$ cat config.mk
export PLATFORM = sky130hd
export DESIGN_NAME = card_dealer
export DESIGN_NICKNAME = d
export VERILOG_FILES = /design/src/rtl/card_dealer.sv
export SDC_FILE = /design/constraint.sdc
export NUM_CORES = 1
export LEC_CHECK = 0
export ABC_CLOCK_PERIOD_IN_PS = 3650
export CELL_PAD_IN_SITES_DETAIL_PLACEMENT = 1
export CELL_PAD_IN_SITES_GLOBAL_PLACEMENT = 1
export CORE_MARGIN = 8
export CORE_UTILIZATION = 31
export DETAILED_ROUTE_END_ITERATION = 10
export PLACE_DENSITY = 0.65
export SYNTH_ARGS = -nofsm -noshare
export SYNTH_HDL_FRONTEND = slang
export SYNTH_SLANG_ARGS = --single-unit
$ cat constraint.sdc
create_clock -name clk -period 3.65 [get_ports clk]
set_input_delay 0.365 -clock clk [delete_from_list [all_inputs] [get_ports clk]]
set_output_delay 0.365 -clock clk [all_outputs]
set_load 0.01 [all_outputs]
$ cat src/rtl/card_dealer.sv
// rtl/card_dealer.sv - card source drawing without replacement from one 52-card deck
//
// Purpose: draws cards for the blackjack game FSM. A free-running 16-bit LFSR picks
//   a start slot; a linear probe over a 52-bit used mask finds the first undrawn card.
//   Each card comes out as a blackjack value plus rank and suit, strobed by card_valid.
//   Keeps a count of undrawn cards and reshuffles on command or when the deck runs out.
// Ports:
//   clk, rst      rising-edge clock, asynchronous active-high reset
//   card_req      draw request, sampled only in IDLE while card_valid is low
//   shuffle       clears the used mask; overrides everything else
//   card_valid    one-cycle strobe: card_value/card_rank/card_suit are fresh
//   card_value    1..10 (Ace = 1, 10/J/Q/K = 10)
//   card_rank     1..13, card_suit 0..3; held until the next draw
//   cards_left    undrawn cards 0..52; deck_empty when it is zero
//   busy          high while a draw is in LOAD or PROBE
//   reshuffled    one-cycle strobe whenever the deck is refilled
module card_dealer #(
   parameter logic [15:0] LFSR_SEED      = 16'hACE1,
   parameter bit          AUTO_RESHUFFLE = 1'b1
) (
   input  logic       clk,
   input  logic       rst,
   input  logic       card_req,
   input  logic       shuffle,
   output logic       card_valid,
   output logic [3:0] card_value,
   output logic [3:0] card_rank,
   output logic [1:0] card_suit,
   output logic [5:0] cards_left,
   output logic       deck_empty,
   output logic       busy,
   output logic       reshuffled
);

   typedef enum logic [1:0] {
      IDLE  = 2'd0,
      LOAD  = 2'd1,
      PROBE = 2'd2
   } state_t;

   state_t      state;
   state_t      state_nxt;
   logic [15:0] lfsr;
   logic [51:0] used;
   logic [5:0]  idx;
   logic [5:0]  idx_fold;
   logic [5:0]  idx_base;
   logic [1:0]  suit_c;
   logic [3:0]  rank_c;
   logic [3:0]  value_c;
   logic        req_ok;
   logic        auto_fill;

   // A request is only honoured once the previous card strobe has dropped.
   assign req_ok    = card_req && !card_valid;
   assign auto_fill = AUTO_RESHUFFLE && req_ok && deck_empty;

   // Slot fold and card decode of the current probe index.
   always_comb begin
      idx_fold = (lfsr[5:0] >= 6'd52) ? (lfsr[5:0] - 6'd52) : lfsr[5:0];
      if (idx >= 6'd39) begin
         suit_c   = 2'd3;
         idx_base = 6'd39;
      end else if (idx >= 6'd26) begin
         suit_c   = 2'd2;
         idx_base = 6'd26;
      end else if (idx >= 6'd13) begin
         suit_c   = 2'd1;
         idx_base = 6'd13;
      end else begin
         suit_c   = 2'd0;
         idx_base = 6'd0;
      end
      rank_c  = 4'(idx - idx_base) + 4'd1;
      value_c = (rank_c >= 4'd10) ? 4'd10 : rank_c;
   end

   // State register
   always_ff @(posedge clk or posedge rst) begin
      if (rst) begin
         state <= IDLE;
      end else begin
         state <= state_nxt;
      end
   end

   // Next-state logic; shuffle overrides every transition.
   always_comb begin
      state_nxt = state;
      case (state)
         IDLE: begin
            if (req_ok && (!deck_empty || AUTO_RESHUFFLE)) begin
               state_nxt = LOAD;
            end
         end
         LOAD:    state_nxt = PROBE;
         PROBE: begin
            if (!used[idx]) begin
               state_nxt = IDLE;
            end
         end
         default: state_nxt = IDLE;
      endcase
      if (shuffle) begin
         state_nxt = IDLE;
      end
   end

   // Outputs decoded from state and count
   always_comb begin
      busy       = (state != IDLE);
      deck_empty = (cards_left == 6'd0);
   end

   // Datapath: LFSR, used mask, count, probe index and registered card
   always_ff @(posedge clk or posedge rst) begin
      if (rst) begin
         lfsr       <= LFSR_SEED;
         used       <= '0;
         cards_left <= 6'd52;
         idx        <= 6'd0;
         card_valid <= 1'b0;
         card_value <= 4'd0;
         card_rank  <= 4'd0;
         card_suit  <= 2'd0;
         reshuffled <= 1'b0;
      end else begin
         lfsr       <= {lfsr[14:0], lfsr[15] ^ lfsr[13] ^ lfsr[12] ^ lfsr[10]};
         card_valid <= 1'b0;
         reshuffled <= 1'b0;
         if (shuffle) begin
            used       <= '0;
            cards_left <= 6'd52;
            reshuffled <= 1'b1;
         end else begin
            case (state)
               IDLE: begin
                  if (auto_fill) begin
                     used       <= '0;
                     cards_left <= 6'd52;
                     reshuffled <= 1'b1;
                  end
               end
               LOAD: idx <= idx_fold;
               PROBE: begin
                  if (!used[idx]) begin
                     used[idx]  <= 1'b1;
                     cards_left <= cards_left - 6'd1;
                     card_rank  <= rank_c;
                     card_suit  <= suit_c;
                     card_value <= value_c;
                     card_valid <= 1'b1;
                  end else begin
                     // Linear probe with wrap from the last slot back to slot 0.
                     idx <= (idx == 6'd51) ? 6'd0 : (idx + 6'd1);
                  end
               end
               default: ;
            endcase
         end
      end
   end

endmodule

# Word-level counts from Yosys, hierarchy flattened
# Index checks and enable logic that the tools add are counted.
# word_totals
regBits	94
in_bits	4
elab_cells	81
out_inout_bits	20
# op_classes
n_eq_ne	7
n_mux	33
n_bitwise	6
add_sub_neg	5
n_lt_le_gt_ge	7
n_reduce_logical	13
# ops
op	n
$mux W52	3
$pmux W52 S2	1
$or A52 B52 Y52	1
$mux W6	6
$pmux W6 S2	2
$mux W4	4
$ge A6 B6 Y1 const B	2
$mux W2	5
$mux W1	9
$ne A3 B3 Y1 const B	3
$reduce_and A3 Y1	3
$lt A6 B7 Y1 const B	1
$add A6 B1 Y6 const B	1
$bmux W1 S6	1
$demux W1 S6	1
$eq A6 B6 Y1 const B	1
$ge A6 B1 Y1 const B	1
$ge A6 B4 Y1 const B	1
$ge A6 B5 Y1 const B	1
$logic_not A6 Y1	1
$pmux W2 S3	1
$sub A6 B1 Y6 const B	1
$sub A6 B6 Y6 const B	1
$add A4 B1 Y4 const B	1
13 further kinds	19

# Longest topological paths before layout
# depth
ltp_word	8
depth_mapped	16
ltp_nobuf	14

# Least setup slack after synthesis
# No wires, ideal clock.
# synth_timing
path_kind	reg-to-reg
start	reg idx[0]
end	reg card_value[0]
path_stages_with_launch	15
slack_ns	0.658
required_time_ns	3.517
n_path_buf	2
setup_ns	0.133
period_less_slack_ns	2.992
arrival_ns	2.859
path_cell_list	dfrtp_1 buf_2 inv_1 clkbuf_1 ha_1 o311ai_0 nand2b_1 ha_1 inv_1 ha_1 inv_1 fa_1 nor2b_1 o211ai_1 o21ai_0
# synth_via
word_cells_on_any_way	14
cone_classes	add/sub (2); order compare (4); mux (6); bitwise (1); reduce/logical (1)
# synth_lines
item	line_no	text
from (decl)	45	logic [5:0] idx;
from (signal assigned)	144	LOAD: idx <= idx_fold;
from (signal assigned)	155	idx <= (idx == 6'd51) ? 6'd0 : (idx + 6'd1);
$ge A6 B5 Y1	64	end else if (idx >= 6'd26) begin
$mux W4	64	
$mux W4 *	61	if (idx >= 6'd39) begin
via idx_base[1]	47	logic [5:0] idx_base;
$sub A4 B4 Y4 *	74	rank_c = 4'(idx - idx_base) + 4'd1;
$add A4 B1 Y4 *	74	
$ge A4 B4 Y1 *	75	value_c = (rank_c >= 4'd10) ? 4'd10 : rank_c;
$mux W4 *	75	
to (signal assigned)	151	card_value <= value_c;
to (decl)	26	output logic [3:0] card_value,
# Mark *: on every way through the listed nets, which the timed path passes. The rest lies on a longest branch. The select of a mux whose other input is x is not followed.
# A chain may end at the register's enable or synchronous reset.

# Worst setup path in the final report
# Same ends and word-level chain as after synthesis.

==> results_dict.tcl <==
set metrics [dict create \
    postSynthCellCount 444 \
    rsz0062_at_grt "false" \
    crit_path_start "idx[0]$_DFFE_PP0P_" \
    hold_path.class "reg2reg" \
    crit_required_ns 3.91 \
    ir_worst_vdd_mv 0.239 \
    cp_max_fo 11 \
    yosysTopAreaCellShare 0.460 \
    ant_nets 0 \
    setup_tns_ns 0 \
    setup_slack_ns 0.385 \
    startpoint_type "flip-flop" \
    setup_viol_count_final 0 \
    crit_arrival_ns 3.52 \
    layout_min_cycle_time_ns 3.27 \
    portBuffers 23 \
    final_cell_mix "dfrtp_1, nand2_1, o21ai_0" \
    maxCapViolCount 0 \
    htreeDepth 3 \
    cts_tree "done" \
    synth_fa_ha_area_frac 0.0322 \
    drt_iter0_markers 251 \
    final_util 0.366 \
    post-route-period-util 0.895 \
    cts.path.max_buffers 2 \
    initial_core_util 0.314 \
    antenna_cells 0 \
    clk_pin_slew_ns 0.07 \
    cts_made_buffers 9 \
    synthMuxAreaShare 0.0843 \
    synth_compound_area_frac 0.136 \
    leakagePower_nw 2.17 \
    whs_path_depth 0 \
    critPathSlowestCell "dfrtp_1" \
    cp_cell_sequence "inv_1 -> ha_1 -> o311ai_0 -> nand2b_1 -> ha_1 -> inv_1 -> ha_1 -> inv_1 -> fa_1 -> xnor2_1 -> o211ai_1 -> o21ai_0" \
    rr_startpoint "idx[0]$_DFFE_PP0P_" \
    ys_seq_area_frac 0.524 \
    synth_top_family_by_area "simple AND/OR/NAND/NOR gates" \
    final_common_cell "dfrtp_1" \
    firstDrtPassIters 4 \
    overflow 0 \
    cts_resized 0 \
    syn_area_um2 4510 \
    die-height_um 137 \
    yosys.area_share.simple 0.171 \
    grt_antenna_before_repair 0 \
    nFillCells 1591 \
    critPathMaxStageDelay_ns 0.60 \
    drt-wirelength-per-cell_um 18.2 \
    path_class "reg2reg" \
    clock_skew_ns 0.0115 \
    synth.avg_cell_area_um2 10.2 \
    synthFlopType "dfrtp_1" \
    die_area_um2 18700 \
    synth-warning-count 0 \
    end_kind "flip-flop" \
    whs_endpoint "lfsr[9]$_DFF_PP0_" \
    synth_nets 459 \
    worstMarginPinSlew_ns 0.884 \
    finalNonFillerCells 652 \
    track_usage 0.139 \
    num_rows 44 \
    synth_seq_cells 94 \
    place_inst 636 \
    dieWidth_um 137 \
    ys_types 56 \
    layout.nets 478 \
    pin_count 24 \
    post-place-ws_ns 0.393 \
    core_area_um2 14400 \
    synth_top_cell_by_area "dfrtp_1" \
    synth-edff-count 0 \
    status "complete, no violations" \
    r2r-end "card_value[0]$_DFFE_PP0P_" \
    drc 0 \
    hpwlAfterDp_mm 8.21 \
    globalplace.congestion 0.791 \
    post-cts-setup-buffer-count 0 \
    hold_viol_final 0 \
    clk_latency_ns 0.35 \
    slew_headroom 0.410 \
    wl_mm 11.9 \
    synthXorXnorAreaFrac 0.0136 \
    vias_per_cell 5.18 \
    grt_pass1_wl_mm 19.9 \
    max_clock_freq_mhz 306 \
    area_growth_pct 16.6 \
    ctsHoldBuffers 0 \
    cts-root-buf "clkbuf_16" \
    layout-drive-gt1-share 0.126 \
    vias 3379 \
    p_total_mw 2.70 \
    cts.sinks 94 \
    synth_area_leaders "dfrtp_1, o21ai_0, nand2_1, dfstp_2, mux2i_1" \
    p_per_area_nw_per_um2 513 \
    grt_pass1_vias 3601 \
    hold_start "lfsr[8]$_DFF_PP0_" \
    reg2reg_slack_ns 0.38 \
    slew_viol_final 0 \
    ff2ff_path_depth 12 \
    synthArstFlopShare 1.00 \
    grt_max_degree 52 \
]
## per-stage QoR
step	instance area [um2]	hold WS (ns)
floorplan	4510	0.331
global placement	4960	0.338
detailed placement	4960	0.337
CTS	5260	0.352
global route	5260	0.356
finish	5260	0.350
## kinds of logic after synthesis
family                     Yosys count
AOI/OAI and AO/OA                  102
xor gates and xnor gates             7
adders and majority gates           11
buffers and inverters               38
DFF                                 94
muxes                               30
and+or+nand+nor                    162
## registers in the layout, summed over array words and instances (netlist names), 2 cells and up
name,count
card_value,4
lfsr,16
state,2
used,52
card_rank,4
cards_left,6
idx,6
card_suit,2
## critical path: cells and delay by family (launching register included)
kind / cells / cell delay (ns)
adder cells (fa/ha/maj): 4 / 1.05
flip-flops: 1 / 0.60
XOR/XNOR: 1 / 0.36
AO/OA/AOI/OAI: 3 / 0.66
AND/OR/NAND/NOR: 1 / 0.14
buffers and inverters: 3 / 0.37
## Yosys cell counts (9+ instances only)
cell type / instances
nand3_1: 9
mux2i_1: 14
mux2_2: 9
dfstp_2: 11
nor2_1: 23
o21ai_0: 60
dfrtp_1: 83
clkbuf_1: 14
a21oi_1: 13
ha_1: 10
inv_1: 12
nand2b_1: 10
nand2_1: 79
## area by class of cell
cell class | count | area (um2) | area share
clock buffers | 13 | 260 | 0.0494
well taps | 184 | 230 | 0.0437
clock inverters | 3 | 42.5 | 0.00808
flip-flops and latches | 94 | 2370 | 0.449
repair buffers | 33 | 330 | 0.0628
multi-input cells | 312 | 1980 | 0.377
inverters | 13 | 50.0 | 0.00951
## routing by layer
metal	routed length (um)	global-route usage	share of wire
met4	291	0.0653	0.024
met3	324	0.0220	0.027
met5	0	0	0
met2	5650	0.220	0.48
met1	5620	0.182	0.47
## worst max path at each step
stage                                      endpoint  cells past startpoint
after floorplan           card_value[0]$_DFFE_PP0P_                     14
after CTS                 card_value[1]$_DFFE_PP0P_                     13
after detailed placement  card_value[1]$_DFFE_PP0P_                     13
after global placement           idx[4]$_DFFE_PP0P_                      8
final                     card_value[0]$_DFFE_PP0P_                     12
after global routing      card_value[0]$_DFFE_PP0P_                     12
## where the power goes
group	internal [mW]	switching (mW)
Combinational	0.244	0.294
Clock	0.568	0.408
Sequential	1.11	0.0803
Total	1.92	0.782
(Power assumes the default switching activity.)
